`src/rtl/eth_mac_tx_framer.sv`:
```
// eth_mac_tx_framer: Ethernet TX framer that adds preamble/SFD, pads to minimum length, appends FCS and enforces IFG
// Ports:
//   clk, rst                      byte clock, synchronous active-high reset
//   s_tvalid/s_tdata/s_tlast      upstream raw L2 frame bytes (DA..payload, no FCS)
//   s_tready                      byte taken this cycle (decoded from registered state)
//   m_tvalid/m_tdata/m_tlast      registered burst to the GMII adapter, contiguous preamble..FCS
//   tx_busy                       framer not idle
//   tx_frame_done                 pulse with m_tlast
//   tx_err_underrun/oversize      pulse with the first byte of a deliberately bad FCS
module eth_mac_tx_framer #(
    parameter int MIN_FRAME_LEN = 60,
    parameter int MAX_FRAME_LEN = 1514,
    parameter int IFG_CYCLES    = 12
) (
    input  logic       clk,
    input  logic       rst,
    input  logic       s_tvalid,
    input  logic [7:0] s_tdata,
    input  logic       s_tlast,
    output logic       s_tready,
    output logic       m_tvalid,
    output logic [7:0] m_tdata,
    output logic       m_tlast,
    output logic       tx_busy,
    output logic       tx_frame_done,
    output logic       tx_err_underrun,
    output logic       tx_err_oversize
);
    typedef enum logic [2:0] {IDLE, PREAMBLE, DATA, PAD, FCS, IFG, DISCARD} state_t;

    state_t      state_q, state_d;
    logic [10:0] cnt_q, cnt_d;
    logic [15:0] sub_q, sub_d;
    logic [31:0] crc_q, crc_d;
    logic        bad_q, bad_d, ovs_q, ovs_d;
    logic        m_tvalid_q, m_tvalid_d, m_tlast_q, m_tlast_d;
    logic [7:0]  m_tdata_q, m_tdata_d;
    logic        done_q, done_d, eu_q, eu_d, eo_q, eo_d;
    logic [31:0] fcs_word;
    logic [10:0] cnt_inc;

    function automatic logic [31:0] crc_byte(input logic [31:0] c, input logic [7:0] d);
        logic [31:0] r;
        r = c ^ {24'h0, d};
        for (int i = 0; i < 8; i++) r = r[0] ? (r >> 1) ^ 32'hEDB88320 : r >> 1;
        return r;
    endfunction

    // Aborted frames send the running CRC uninverted so the receiver is sure to reject them.
    assign fcs_word = bad_q ? crc_q : ~crc_q;
    assign cnt_inc  = &cnt_q ? cnt_q : cnt_q + 11'd1;

    assign s_tready        = (state_q == DATA) || (state_q == DISCARD);
    assign tx_busy         = state_q != IDLE;
    assign m_tvalid        = m_tvalid_q;
    assign m_tdata         = m_tdata_q;
    assign m_tlast         = m_tlast_q;
    assign tx_frame_done   = done_q;
    assign tx_err_underrun = eu_q;
    assign tx_err_oversize = eo_q;

    always_comb begin
        state_d    = state_q;
        cnt_d      = cnt_q;
        sub_d      = sub_q;
        crc_d      = crc_q;
        bad_d      = bad_q;
        ovs_d      = ovs_q;
        m_tvalid_d = 1'b0;
        m_tdata_d  = 8'h00;
        m_tlast_d  = 1'b0;
        done_d     = 1'b0;
        eu_d       = 1'b0;
        eo_d       = 1'b0;
        case (state_q)
            IDLE: if (s_tvalid) begin
                state_d    = PREAMBLE;
                sub_d      = '0;
                cnt_d      = '0;
                crc_d      = '1;
                bad_d      = 1'b0;
                ovs_d      = 1'b0;
                m_tvalid_d = 1'b1;
                m_tdata_d  = 8'h55;
            end
            PREAMBLE: begin
                m_tvalid_d = 1'b1;
                m_tdata_d  = sub_q == 16'd6 ? 8'hD5 : 8'h55;
                sub_d      = sub_q + 16'd1;
                if (sub_q == 16'd6) state_d = DATA;
            end
            DATA: begin
                m_tvalid_d = 1'b1;
                if (s_tvalid) begin
                    m_tdata_d = s_tdata;
                    crc_d     = crc_byte(crc_q, s_tdata);
                    cnt_d     = cnt_inc;
                    sub_d     = '0;
                    if (s_tlast) begin
                        state_d = ({1'b0, cnt_q} + 12'd1 < 12'(MIN_FRAME_LEN)) ? PAD : FCS;
                    end else if (cnt_q == 11'(MAX_FRAME_LEN - 1)) begin
                        state_d = FCS;
                        bad_d   = 1'b1;
                        ovs_d   = 1'b1;
                    end
                end else begin
                    // Underrun: FCS byte 0 goes out immediately so the burst stays contiguous.
                    m_tdata_d = crc_q[7:0];
                    eu_d      = 1'b1;
                    bad_d     = 1'b1;
                    state_d   = FCS;
                    sub_d     = 16'd1;
                end
            end
            PAD: begin
                m_tvalid_d = 1'b1;
                crc_d      = crc_byte(crc_q, 8'h00);
                cnt_d      = cnt_inc;
                sub_d      = '0;
                if ({1'b0, cnt_q} + 12'd1 >= 12'(MIN_FRAME_LEN)) state_d = FCS;
            end
            FCS: begin
                m_tvalid_d = 1'b1;
                m_tdata_d  = fcs_word[{sub_q[1:0], 3'b000} +: 8];
                eo_d       = ovs_q && sub_q == 16'd0;
                m_tlast_d  = sub_q == 16'd3;
                done_d     = sub_q == 16'd3;
                sub_d      = sub_q == 16'd3 ? 16'd0 : sub_q + 16'd1;
                if (sub_q == 16'd3) state_d = IFG;
            end
            IFG: begin
                // One cycle longer than IFG_CYCLES: IDLE still needs a cycle to see s_tvalid.
                sub_d = sub_q + 16'd1;
                if (sub_q == 16'(IFG_CYCLES)) state_d = ovs_q ? DISCARD : IDLE;
            end
            DISCARD: if (s_tvalid && s_tlast) state_d = IDLE;
            default: state_d = IDLE;
        endcase
    end

    always_ff @(posedge clk) begin
        if (rst) begin
            state_q    <= IDLE;
            cnt_q      <= '0;
            sub_q      <= '0;
            crc_q      <= '0;
            bad_q      <= 1'b0;
            ovs_q      <= 1'b0;
            m_tvalid_q <= 1'b0;
            m_tdata_q  <= 8'h00;
            m_tlast_q  <= 1'b0;
            done_q     <= 1'b0;
            eu_q       <= 1'b0;
            eo_q       <= 1'b0;
        end else begin
            state_q    <= state_d;
            cnt_q      <= cnt_d;
            sub_q      <= sub_d;
            crc_q      <= crc_d;
            bad_q      <= bad_d;
            ovs_q      <= ovs_d;
            m_tvalid_q <= m_tvalid_d;
            m_tdata_q  <= m_tdata_d;
            m_tlast_q  <= m_tlast_d;
            done_q     <= done_d;
            eu_q       <= eu_d;
            eo_q       <= eo_d;
        end
    end
endmodule

```
`config.mk`:
```
export PLATFORM = sky130hd
export DESIGN_NAME = eth_mac_tx_framer
export DESIGN_NICKNAME = d
export VERILOG_FILES = /design/src/rtl/eth_mac_tx_framer.sv
export SDC_FILE = /design/constraint.sdc
export NUM_CORES = 1
export LEC_CHECK = 0
export ABC_AREA = 1
export CORE_MARGIN = 3
export CORE_UTILIZATION = 35
export CTS_CLUSTER_SIZE = 10
export DETAILED_ROUTE_END_ITERATION = 6
export DONT_BUFFER_PORTS = 1
export PLACE_DENSITY = 0.57
export SYNTH_ARGS = -nofsm -noshare
export SYNTH_HDL_FRONTEND = slang
export SYNTH_SLANG_ARGS = --single-unit
```
`constraint.sdc`:
```
create_clock -name clk -period 3.43 [get_ports clk]
set_input_delay 0.686 -clock clk [delete_from_list [all_inputs] [get_ports clk]]
set_output_delay 0.686 -clock clk [all_outputs]
set_load 0.02 [all_outputs]
```
==> results.toml <==
[clocking]
cts_tree = "done"
clkTransAtPathRegs_ps = 60
insertion_delay_ps = 350
hold_buffers = 0
post_cts_buffers = 0
clockBufferDepth = 2
cts_sinks = 76
cts.repair.resized = 0
clockRootBuffer = "clkbuf_16"
ctsHtreeMaxLevel = 3
cts_buffers = 9

[setup_path]
crit_family = "simple AND/OR/NAND/NOR gates"
cpPeakStageDelay_ps = 690
start_kind = "register"
arrival_ps = 2680
criticalPathCategory = "register to register"
reg2reg_depth = 8
r2r_setup_slack_ps = 1050
cp_cell_sequence = "inv_1, nor2_1, nand2_2, inv_1, nand2_1, o21ai_0, nor2_1, nor2_1"
reg2reg_to = "crc_q[25]"
r2r-start = "state_q[1]"
critical-path-slowest-cell = "inv_1"
crit_required_ps = 3720
cp_num_cells = 8
path_common_cell = "nor2_1"
crit_path_end_kind = "register"
cp_max_fo = 24
path_buf_inv = 2

[die]
coreArea_um2 = 16600
std_cell_rows = 47
io_pins = 27
die_x_um = 136
initial_core_util = 0.358
die-area_um2 = 18600
die_h_um = 136

[detailed_routing]
wl_um = 17700
drt_iter0_markers = 344
vias = 5544
drtAntennaViolNets = 0
wl_per_cell_um = 16.2
drc = 0
avgViaCountPerCell = 5.06
dr.pass1.iters = 4

[hold_path]
hp-class = "primary input to register"
holdCritStartpoint = "rst"
hold_depth = 1
hold_end = "state_q[2]"

[synthesis]
synth_edf_count = 0
syn_inst = 885
yosys.area.top_type = "dfxtp_1"
synth.most_common_cell = "nand2_1"
synth_area_um2 = 5940
synth_top_area_frac = 0.256
ys_seq_elements = 76
ys_seq_area_frac = 0.256
synth_commonest_cells = "nand2_1 (208), inv_1 (101), dfxtp_1 (76), o21ai_0 (71), a21oi_1 (64)"
ys_warn_count = 0
netlist-cell-type-count = 47
synth_nets = 902
avgSynthCellArea_um2 = 6.72
synth-async-reset-ratio = 0
synth_flop_cell = "dfxtp_1"
synth.area.top_cells = "dfxtp_1 (26%), nand2_1 (13%), xor2_1 (8.1%), inv_1 (6.4%), o21ai_0 (6.0%)"

[power_and_ir_drop]
combPwrFrac = 0.543
ir_worst_vdd_uv = 382
power_density_nw_per_um2 = 813
p_leak_uw = 0.00260
switchingPower_uw = 2580
power.share.clock = 0.184
p_seq_frac = 0.273
switching_share = 0.498
intPower_uw = 2600

[global_route]
grt_pass1_wl_um = 28000
track_usage = 0.195
grt_max_degree = 36
grt_overflow_total = 0
grt_pass1_vias = 5036
antenna_found_initial = 0

[layout]
drive_above_1_share = 0.0949
finalNonFillerCells = 1095
area_delta_synth_final_pct = 7.33
nets = 887
n_antenna_cell = 0

[placed_design]
post-place-cells = 1079
portBuffers = 0
gp_congestion = 0.894
place.detailed.hpwl_um = 13100

[sta]
setup_viol = 0
tightest_slew_ps = 846
post-route-period-util = 0.694
slew_headroom = 0.435
rsz0062_at_grt = "false"
maxSlewViolCount = 0
finClkSkew_ps = 8.45
hold_viol_final = 0
fin_crit_ps = 2380
finalSetupTns_ps = 0
fmax_mhz = 420

[flow_run]
cap_violations = 0

[status]
outcome = "finished, final reports clean"
==> per-stage QoR <==
stage | power (uW) | hold slack (ps) | worst slack [ps] | utilization | area [um2]
global route | 5610 | 384 | 826 | 0.385 | 6380
CTS | 5190 | 384 | 1060 | 0.385 | 6380
detailed placement | 4220 | 467 | 1090 | 0.367 | 6090
floorplan | 3590 | 442 | 1560 | - | 5940
global placement | 4220 | 461 | 1080 | 0.367 | 6090
finish | 5190 | 398 | 1050 | 0.385 | 6380
==> metal layers <==
| layer | GRT usage | vias up | routed length [um] | share of wire |
|---|---|---|---|---|
| met5 | 0 | - | 0 | 0 |
| met4 | 0.0414 | 0 | 227 | 0.013 |
| met3 | 0.0500 | 18 | 1070 | 0.060 |
| met2 | 0.306 | 130 | 8030 | 0.45 |
| met1 | 0.270 | 2545 | 8380 | 0.47 |
| li1 | - | 2851 | - | - |
==> cell type report <==
class,instances,area (um2)
timing repair buffer,7,52.6
clock inverter,4,50.0
multi-input combinational,662,3810
sequential,76,1520
tap,220,275
fill,1790,10200
inverter,114,435
clock buffer,12,236
==> flip-flops by register name, summed over array words and instances, names as in the netlist <==
name and flops:
sub_q 16, tx_err_underrun 1, tx_err_oversize 1, m_tvalid 1, crc_q 32, m_tdata 8, cnt_q 11, tx_frame_done 1
state_q 3, bad_q 1, ovs_q 1
==> logic make-up after synthesis <==
kind of cell | after synthesis | synth area share
compound gates | 190 | 0.181
xor+xnor | 96 | 0.167
fa+ha+maj | 5 | 0.0105
buf+inv | 147 | 0.103
flops | 76 | 0.256
simple gates | 371 | 0.282
==> worst max-delay path by stage <==
stage                from    endpoint  slack [ps]
2_1_floorplan    sub_q[0]  state_q[1]        1560
4_1_cts        state_q[1]   crc_q[26]        1060
3_3_place_gp   state_q[1]  state_q[1]        1080
3_5_place_dp   state_q[1]  state_q[1]        1090
6_report       state_q[1]   crc_q[25]        1050
5_1_grt          sub_q[0]   sub_q[15]         830
==> power groups by stage <==
stage | clock network (uW) | registers, uW | logic [uW]
2_1_floorplan | 0 | 1220 | 2370
4_1_cts | 982 | 1410 | 2800
6_report | 954 | 1420 | 2810
3_3_place_gp | 0 | 1430 | 2790
5_1_grt | 1010 | 1440 | 3160
3_5_place_dp | 0 | 1430 | 2790
==> cell usage in the layout, fill, tap and decap left out, drive strengths merged, types with 7 or more instances in the layout <==
cell type	n
a221oi	7
nand3	55
dfxtp	76
or2	10
nand2	225
a31oi	28
a21oi	66
xnor2	33
nor3	17
o21ai	72
xor2	63
buf	7
inv	112
nor2	49
nand4	11
clkbuf	12
Power figures use the tool's default switching activity.
